## src/rtl/rca_config_bank.sv

```systemverilog
// rca_config_bank
//   Double-buffered configuration store for the reconfigurable custom
//   accelerators. Each RCA slot owns a shadow copy, which decode/issue
//   fills entry by entry, and an active copy, which the issue stage reads.
//   A commit command moves shadow into active, but only while that RCA has
//   no use instructions in flight; otherwise the commit is parked as pending
//   and the copy happens on the first cycle the RCA goes idle.
//
// Ports
//   clk, rst          clock; asynchronous active-low reset
//   cfg_valid/ready   command handshake (ready drops only for an RCA whose
//                     commit is still pending)
//   cfg_rca/type/addr/data
//                     command target, kind (0 src, 1 dest, 2 grid mux,
//                     3 IO mux, 4 result mux, 5 IO use, 6 commit, 7 reserved),
//                     entry index and LSB-aligned payload
//   rca_busy          per-RCA "use instructions in flight"
//   rd_valid, rd_rca  read request for one RCA's active configuration
//   rd_out_valid, rd_* registered read data, one cycle after the request
//   commit_pending    per-RCA commit waiting for busy to drop
//   commit_done       one-cycle pulse after any shadow-to-active copy
//   cfg_err           one-cycle pulse after an illegal command was accepted
module rca_config_bank #(
  parameter int NUM_RCAS           = 4,
  parameter int NUM_READ_PORTS     = 5,
  parameter int NUM_WRITE_PORTS    = 2,
  parameter int NUM_GRID_MUXES     = 16,
  parameter int GRID_MUX_INPUTS    = 8,
  parameter int GRID_NUM_ROWS      = 4,
  parameter int IO_UNIT_MUX_INPUTS = 8,
  localparam int RCW = (NUM_RCAS > 1) ? $clog2(NUM_RCAS) : 1,
  localparam int GW  = (GRID_MUX_INPUTS > 1) ? $clog2(GRID_MUX_INPUTS) : 1,
  localparam int RW  = (GRID_NUM_ROWS > 1) ? $clog2(GRID_NUM_ROWS) : 1,
  localparam int IW  = (IO_UNIT_MUX_INPUTS > 1) ? $clog2(IO_UNIT_MUX_INPUTS) : 1
) (
  input  logic                                 clk,
  input  logic                                 rst,
  input  logic                                 cfg_valid,
  output logic                                 cfg_ready,
  input  logic [RCW-1:0]                       cfg_rca,
  input  logic [2:0]                           cfg_type,
  input  logic [7:0]                           cfg_addr,
  input  logic [7:0]                           cfg_data,
  input  logic [NUM_RCAS-1:0]                  rca_busy,
  input  logic                                 rd_valid,
  input  logic [RCW-1:0]                       rd_rca,
  output logic                                 rd_out_valid,
  output logic [5*NUM_READ_PORTS-1:0]          rd_src_addrs,
  output logic [5*NUM_WRITE_PORTS-1:0]         rd_dest_addrs,
  output logic [NUM_GRID_MUXES*GW-1:0]         rd_grid_sel,
  output logic [GRID_NUM_ROWS*IW-1:0]          rd_io_sel,
  output logic [NUM_WRITE_PORTS*RW-1:0]        rd_result_sel,
  output logic [GRID_NUM_ROWS-1:0]             rd_io_use,
  output logic [NUM_RCAS-1:0]                  commit_pending,
  output logic                                 commit_done,
  output logic                                 cfg_err
);

  localparam int SRC_W = 5 * NUM_READ_PORTS;
  localparam int DST_W = 5 * NUM_WRITE_PORTS;
  localparam int GRD_W = NUM_GRID_MUXES * GW;
  localparam int IOS_W = GRID_NUM_ROWS * IW;
  localparam int RES_W = NUM_WRITE_PORTS * RW;
  localparam int USE_W = GRID_NUM_ROWS;

  localparam logic [2:0] T_SRC    = 3'd0;
  localparam logic [2:0] T_DST    = 3'd1;
  localparam logic [2:0] T_GRID   = 3'd2;
  localparam logic [2:0] T_IO     = 3'd3;
  localparam logic [2:0] T_RES    = 3'd4;
  localparam logic [2:0] T_USE    = 3'd5;
  localparam logic [2:0] T_COMMIT = 3'd6;

  // Shadow and active copies, one packed vector per field per RCA.
  logic [SRC_W-1:0] src_sh  [NUM_RCAS];
  logic [SRC_W-1:0] src_act [NUM_RCAS];
  logic [DST_W-1:0] dst_sh  [NUM_RCAS];
  logic [DST_W-1:0] dst_act [NUM_RCAS];
  logic [GRD_W-1:0] grd_sh  [NUM_RCAS];
  logic [GRD_W-1:0] grd_act [NUM_RCAS];
  logic [IOS_W-1:0] ios_sh  [NUM_RCAS];
  logic [IOS_W-1:0] ios_act [NUM_RCAS];
  logic [RES_W-1:0] res_sh  [NUM_RCAS];
  logic [RES_W-1:0] res_act [NUM_RCAS];
  logic [USE_W-1:0] use_sh  [NUM_RCAS];
  logic [USE_W-1:0] use_act [NUM_RCAS];

  logic [NUM_RCAS-1:0] pend_q;
  logic [NUM_RCAS-1:0] commit_hit;
  logic [NUM_RCAS-1:0] copy_now;
  logic [NUM_RCAS-1:0] pend_d;
  logic                accept_p0;
  logic                addr_ok_p0;
  logic                wr_en_p0;
  logic                err_p0;

  logic [SRC_W-1:0]    src_p1;
  logic [DST_W-1:0]    dst_p1;
  logic [GRD_W-1:0]    grd_p1;
  logic [IOS_W-1:0]    ios_p1;
  logic [RES_W-1:0]    res_p1;
  logic [USE_W-1:0]    use_p1;
  logic                vld_p1;
  logic                done_p1;
  logic                err_p1;

  // Payload bits above a field's width are dropped by design.
  logic unused_cfg_data;
  assign unused_cfg_data = ^cfg_data;

  // A pending commit blocks only its own RCA; other slots keep streaming.
  assign cfg_ready = !pend_q[cfg_rca];

  // Stage p0: command decode and commit arbitration
  always_comb begin
    accept_p0  = cfg_valid && cfg_ready;
    addr_ok_p0 = 1'b0;
    case (cfg_type)
      T_SRC:   addr_ok_p0 = int'(cfg_addr) < NUM_READ_PORTS;
      T_DST:   addr_ok_p0 = int'(cfg_addr) < NUM_WRITE_PORTS;
      T_GRID:  addr_ok_p0 = int'(cfg_addr) < NUM_GRID_MUXES;
      T_IO:    addr_ok_p0 = int'(cfg_addr) < GRID_NUM_ROWS;
      T_RES:   addr_ok_p0 = int'(cfg_addr) < NUM_WRITE_PORTS;
      T_USE:   addr_ok_p0 = (cfg_addr == 8'd0);
      default: addr_ok_p0 = 1'b0;
    endcase
    wr_en_p0 = accept_p0 && addr_ok_p0;
    // Commit is legal with any addr/data; everything else that misses its
    // range (including the reserved type) is swallowed and flagged.
    err_p0   = accept_p0 && !addr_ok_p0 && (cfg_type != T_COMMIT);

    commit_hit = '0;
    if (accept_p0 && (cfg_type == T_COMMIT)) commit_hit[cfg_rca] = 1'b1;
    // A requested commit (new or parked) copies as soon as its RCA is idle,
    // otherwise it stays parked. Several RCAs can copy on the same edge.
    copy_now = (pend_q | commit_hit) & ~rca_busy;
    pend_d   = (pend_q | commit_hit) & rca_busy;
  end

  // Configuration storage: shadow writes and shadow-to-active copies.
  // A copying RCA can never be written on the same edge: an immediate
  // commit is itself the accepted command, and a parked one stalls writes.
  always_ff @(posedge clk or negedge rst) begin
    if (!rst) begin
      for (int i = 0; i < NUM_RCAS; i++) begin
        src_sh[i]  <= '0;
        src_act[i] <= '0;
        dst_sh[i]  <= '0;
        dst_act[i] <= '0;
        grd_sh[i]  <= '0;
        grd_act[i] <= '0;
        ios_sh[i]  <= '0;
        ios_act[i] <= '0;
        res_sh[i]  <= '0;
        res_act[i] <= '0;
        use_sh[i]  <= '0;
        use_act[i] <= '0;
      end
    end else begin
      for (int i = 0; i < NUM_RCAS; i++) begin
        if (copy_now[i]) begin
          src_act[i] <= src_sh[i];
          dst_act[i] <= dst_sh[i];
          grd_act[i] <= grd_sh[i];
          ios_act[i] <= ios_sh[i];
          res_act[i] <= res_sh[i];
          use_act[i] <= use_sh[i];
        end
      end
      if (wr_en_p0) begin
        case (cfg_type)
          T_SRC:   src_sh[cfg_rca][int'(cfg_addr)*5 +: 5]   <= cfg_data[4:0];
          T_DST:   dst_sh[cfg_rca][int'(cfg_addr)*5 +: 5]   <= cfg_data[4:0];
          T_GRID:  grd_sh[cfg_rca][int'(cfg_addr)*GW +: GW] <= cfg_data[GW-1:0];
          T_IO:    ios_sh[cfg_rca][int'(cfg_addr)*IW +: IW] <= cfg_data[IW-1:0];
          T_RES:   res_sh[cfg_rca][int'(cfg_addr)*RW +: RW] <= cfg_data[RW-1:0];
          T_USE:   use_sh[cfg_rca]                          <= cfg_data[USE_W-1:0];
          default: ;
        endcase
      end
    end
  end

  // Stage p1: commit/error status and registered read of the active copy.
  // The read samples active before any copy on the same edge lands.
  always_ff @(posedge clk or negedge rst) begin
    if (!rst) begin
      pend_q  <= '0;
      done_p1 <= 1'b0;
      err_p1  <= 1'b0;
      vld_p1  <= 1'b0;
      src_p1  <= '0;
      dst_p1  <= '0;
      grd_p1  <= '0;
      ios_p1  <= '0;
      res_p1  <= '0;
      use_p1  <= '0;
    end else begin
      pend_q  <= pend_d;
      done_p1 <= |copy_now;
      err_p1  <= err_p0;
      vld_p1  <= rd_valid;
      if (rd_valid) begin
        src_p1 <= src_act[rd_rca];
        dst_p1 <= dst_act[rd_rca];
        grd_p1 <= grd_act[rd_rca];
        ios_p1 <= ios_act[rd_rca];
        res_p1 <= res_act[rd_rca];
        use_p1 <= use_act[rd_rca];
      end
    end
  end

  assign commit_pending = pend_q;
  assign commit_done    = done_p1;
  assign cfg_err        = err_p1;
  assign rd_out_valid   = vld_p1;
  assign rd_src_addrs   = src_p1;
  assign rd_dest_addrs  = dst_p1;
  assign rd_grid_sel    = grd_p1;
  assign rd_io_sel      = ios_p1;
  assign rd_result_sel  = res_p1;
  assign rd_io_use      = use_p1;

endmodule

```

## config.mk

```make
export PLATFORM = sky130hd
export DESIGN_NAME = rca_config_bank
export DESIGN_NICKNAME = d
export VERILOG_FILES = /design/src/rtl/rca_config_bank.sv
export SDC_FILE = /design/constraint.sdc
export NUM_CORES = 1
export LEC_CHECK = 0
export CAP_MARGIN = 40
export CORE_ASPECT_RATIO = 1.1
export CORE_MARGIN = 4
export CORE_UTILIZATION = 45
export CTS_CLUSTER_DIAMETER = 50
export CTS_CLUSTER_SIZE = 40
export DETAILED_ROUTE_END_ITERATION = 16
export GPL_TIMING_DRIVEN = 1
export PLACE_DENSITY_LB_ADDON = 0.2
export SLEW_MARGIN = 30
export SYNTH_ARGS = -nofsm -noshare
export SYNTH_HDL_FRONTEND = slang
export SYNTH_SLANG_ARGS = --single-unit
```

## constraint.sdc

```tcl
create_clock -name clk -period 4.45 [get_ports clk]
set_clock_uncertainty 0.1 [all_clocks]
set_input_delay 0.445 -clock clk [delete_from_list [all_inputs] [get_ports clk]]
set_output_delay 0.445 -clock clk [all_outputs]
set_load 0.03 [all_outputs]
```

==> flow_summary.ini <==
[sta]
slew_headroom = 0.440
hold_viol = 0
fmax_mhz = 283
fin_ws_ns = 0.915
min_period_ns = 3.54
setup_viol = 0
rsz0062_at_grt = false
setup-tns-final_ns = 0
whs_ns = 0.0939
drv_slew = 0
period_share = 0.794
worst_slew_pin_slew_ns = 0.837

[worst_setup_path]
crit_chain = clkdlybuf4s50_1, or4_1, nor4_1, ha_1, inv_1, nor3_1, buf_4, nand2_1, nor4_1, mux2_2
r2r_start = commit_pending[1]
r2r_slack_ns = 0.96
critPathMaxStageDelay_ns = 0.64
path_common_cell = nor4_1
cp_data_required_time_ns = 4.89
r2r_cells = 6
cp_slowest_cell = or4_1
cp-end-kind = flop
r2r-end = grd_sh[108]
cp_max_fo = 12
critPathLaunchType = primary input
arrival_ns = 3.97
crit_type = primary input to flop

[yosys]
synth_seq_area_share = 0.600
synth_fp_nets = 2578
synth_top_cell_by_area = dfrtp_1
yosysMostFrequentCell = dfrtp_1
synth_common_cells = dfrtp_1, mux2_2, mux4_2, clkbuf_1, nor2_1
synth_edf_count = 0
synthArstFlopShare = 1.00
synthDistinctLibCells = 55
synthFlopType = dfrtp_1
synth_seq_cells = 934
synth_area_um2 = 39000
yosysWarnings = 0
synth_area_leaders = dfrtp_1, mux2_2, mux4_2, o21ai_0, clkbuf_1
synth_top_area_frac = 0.600
postSynthCellCount = 2545
synth_area_per_cell_um2 = 15.3

[cts]
worstSkewPairLatency_ns = 0.67
cts_hold_buf = 1
clockRootBuffer = clkbuf_16
cts_resized = 0
cts_setup_buffers = 0
cts_tree = built
clk_pin_slew_ns = 0.07
cts_max_path_buffers = 3
clkSinkCount = 934
cts_buffers = 92
cts_max_level = 3

[pwr]
leakagePower_nw = 21.9
power_density_nw_per_um2 = 378
vdd_ir_drop_max_mv = 0.281

[global_routing]
grt_start_max_net_pins = 125
antenna_found_initial = 8
grtUsageTotal = 0.219
grt_pass1_wl_mm = 153
gr-total-overflow = 0
grt_pass1_vias = 24498

[worst_hold_path]
hold_depth = 1
min-delay-start = rd_valid
hold_path_end = rd_out_valid
min_path_type = primary input to flop

[floorplanning]
start_util = 0.457
die_w_um = 289
die_area_um2 = 91400
rows = 112
die_y_um = 317
ios = 142
coreArea_um2 = 85300

[routing]
routed_wl_mm = 98.4
via_per_inst = 5.67
postRouteAntennaNets = 0
drtIter0Drc = 1315
wl_per_cell_um = 24.7
route.detailed.drc = 0
vias = 22605
drt_first_pass_iters = 5

[place]
placed_area_um2 = 42500
dp.final_hpwl_mm = 66.6
portBuffers = 138
pre_cts_ws_ns = 0.320
gp_congestion = 0.908

[finish]
design_area_um2 = 45800
fin_nets = 2803
layout-drive-gt1-share = 0.469
area_delta_synth_final_pct = 17.5

[flow_run]
maxCapViolations = 0

[run_status]
outcome = finished clean
==> cell type report <==
| class | instances | area, um^2 |
|---|---|---|
| Antenna cell | 2 | 5.00 |
| Clock buffer | 99 | 2380 |
| Clock inverter | 73 | 862 |
| Fill cell | 6859 | 39500 |
| Inverter | 9 | 33.8 |
| Multi-Input combinational cell | 1467 | 15100 |
| Sequential cell | 934 | 23400 |
| Tap cell | 1140 | 1430 |
| Timing Repair Buffer | 266 | 2670 |
==> stage by stage <==
stage          utilization  power [mW]  cells
2_1_floorplan            -        8.94   2545
3_3_place_gp         0.499        9.35   3815
3_5_place_dp         0.499        9.36   3815
4_1_cts              0.537        17.5   3988
5_1_grt              0.537        17.9   3988
6_report             0.537        17.3   3990
==> sequential cells by signal, summed over array words and instances, names as in the netlist, 25 cells and up <==
name          cells
grd_act         192
grd_sh          192
src_act         100
src_sh          100
ios_act          48
ios_sh           48
rd_grid_sel      48
dst_act          40
dst_sh           40
rd_src_addrs     25
==> worst max-delay path, delay by kind of cell <==
family,cells,cell delay [ns]
fa+ha+maj,1,0.25
buf+inv,3,0.82
mux,1,0.40
simple gates,5,2.04
==> layer usage <==
| layer | vias up | part of all wire | GRT usage |
|---|---|---|---|
| li1 | 9767 | - | - |
| met5 | - | 0.00042 | 0 |
| met4 | 6 | 0.026 | 0.0630 |
| met2 | 461 | 0.49 | 0.370 |
| met3 | 137 | 0.044 | 0.0341 |
| met1 | 12234 | 0.43 | 0.298 |
==> worst max-delay path by stage <==
| stage | from | to | slack (ns) | depth (start not counted) |
|---|---|---|---|---|
| finish | cfg_addr[0] | grd_sh[178] | 0.91 | 10 |
| global route | cfg_addr[0] | grd_sh[178] | 0.73 | 10 |
| CTS | cfg_addr[0] | grd_sh[178] | 1.01 | 10 |
| detailed placement | cfg_addr[0] | src_sh[81] | 0.32 | 10 |
| global placement | cfg_addr[0] | grd_sh[178] | 0.34 | 10 |
| floorplan | cfg_addr[0] | res_sh[10] | 0.76 | 10 |
==> report_power, final <==
group          switching, mW  internal [mW]
Combinational          0.511          0.189
Sequential           0.00179           8.49
Clock                   3.81           4.31
Total                   4.32           13.0
==> cells in the final DEF, fill, tap and decap left out, types with 4 or more instances in the layout <==
cell type | netlist | routed
inv_8 | 0 | 7
clkinv_4 | 0 | 7
nand2b_1 | 8 | 8
nor4_2 | 8 | 8
nand3_1 | 21 | 21
and2_1 | 11 | 11
clkbuf_16 | 0 | 93
nand4_1 | 8 | 8
clkdlybuf4s50_1 | 0 | 133
and3_1 | 30 | 30
or4_1 | 5 | 5
inv_6 | 0 | 26
o31ai_1 | 6 | 6
nand2_1 | 67 | 67
nor3_2 | 24 | 24
or3_1 | 12 | 12
nor2_1 | 78 | 74
nor2b_1 | 13 | 13
o21ai_0 | 76 | 76
inv_1 | 8 | 8
o2111ai_1 | 6 | 6
mux2_1 | 4 | 4
a21oi_1 | 7 | 7
dfrtp_1 | 934 | 934
buf_4 | 1 | 103
nor4_1 | 21 | 21
nor2_4 | 0 | 4
or2_2 | 12 | 12
buf_12 | 0 | 26
clkinvlp_4 | 0 | 9
mux4_2 | 104 | 104
nor3_1 | 28 | 28
mux2_2 | 875 | 875
or2_1 | 4 | 4
clkinv_8 | 0 | 15
==> cell families after synthesis <==
group,Yosys count,share of synthesized area
XOR/XNOR,6,0.00135
adder cells (fa/ha/maj),2,0.000642
flip-flops,934,0.600
AND/OR/NAND/NOR,362,0.0521
multiplexers,983,0.314
AO/OA/AOI/OAI,114,0.0174
buffers and inverters,144,0.0150
Power figures use the tool's default switching activity.
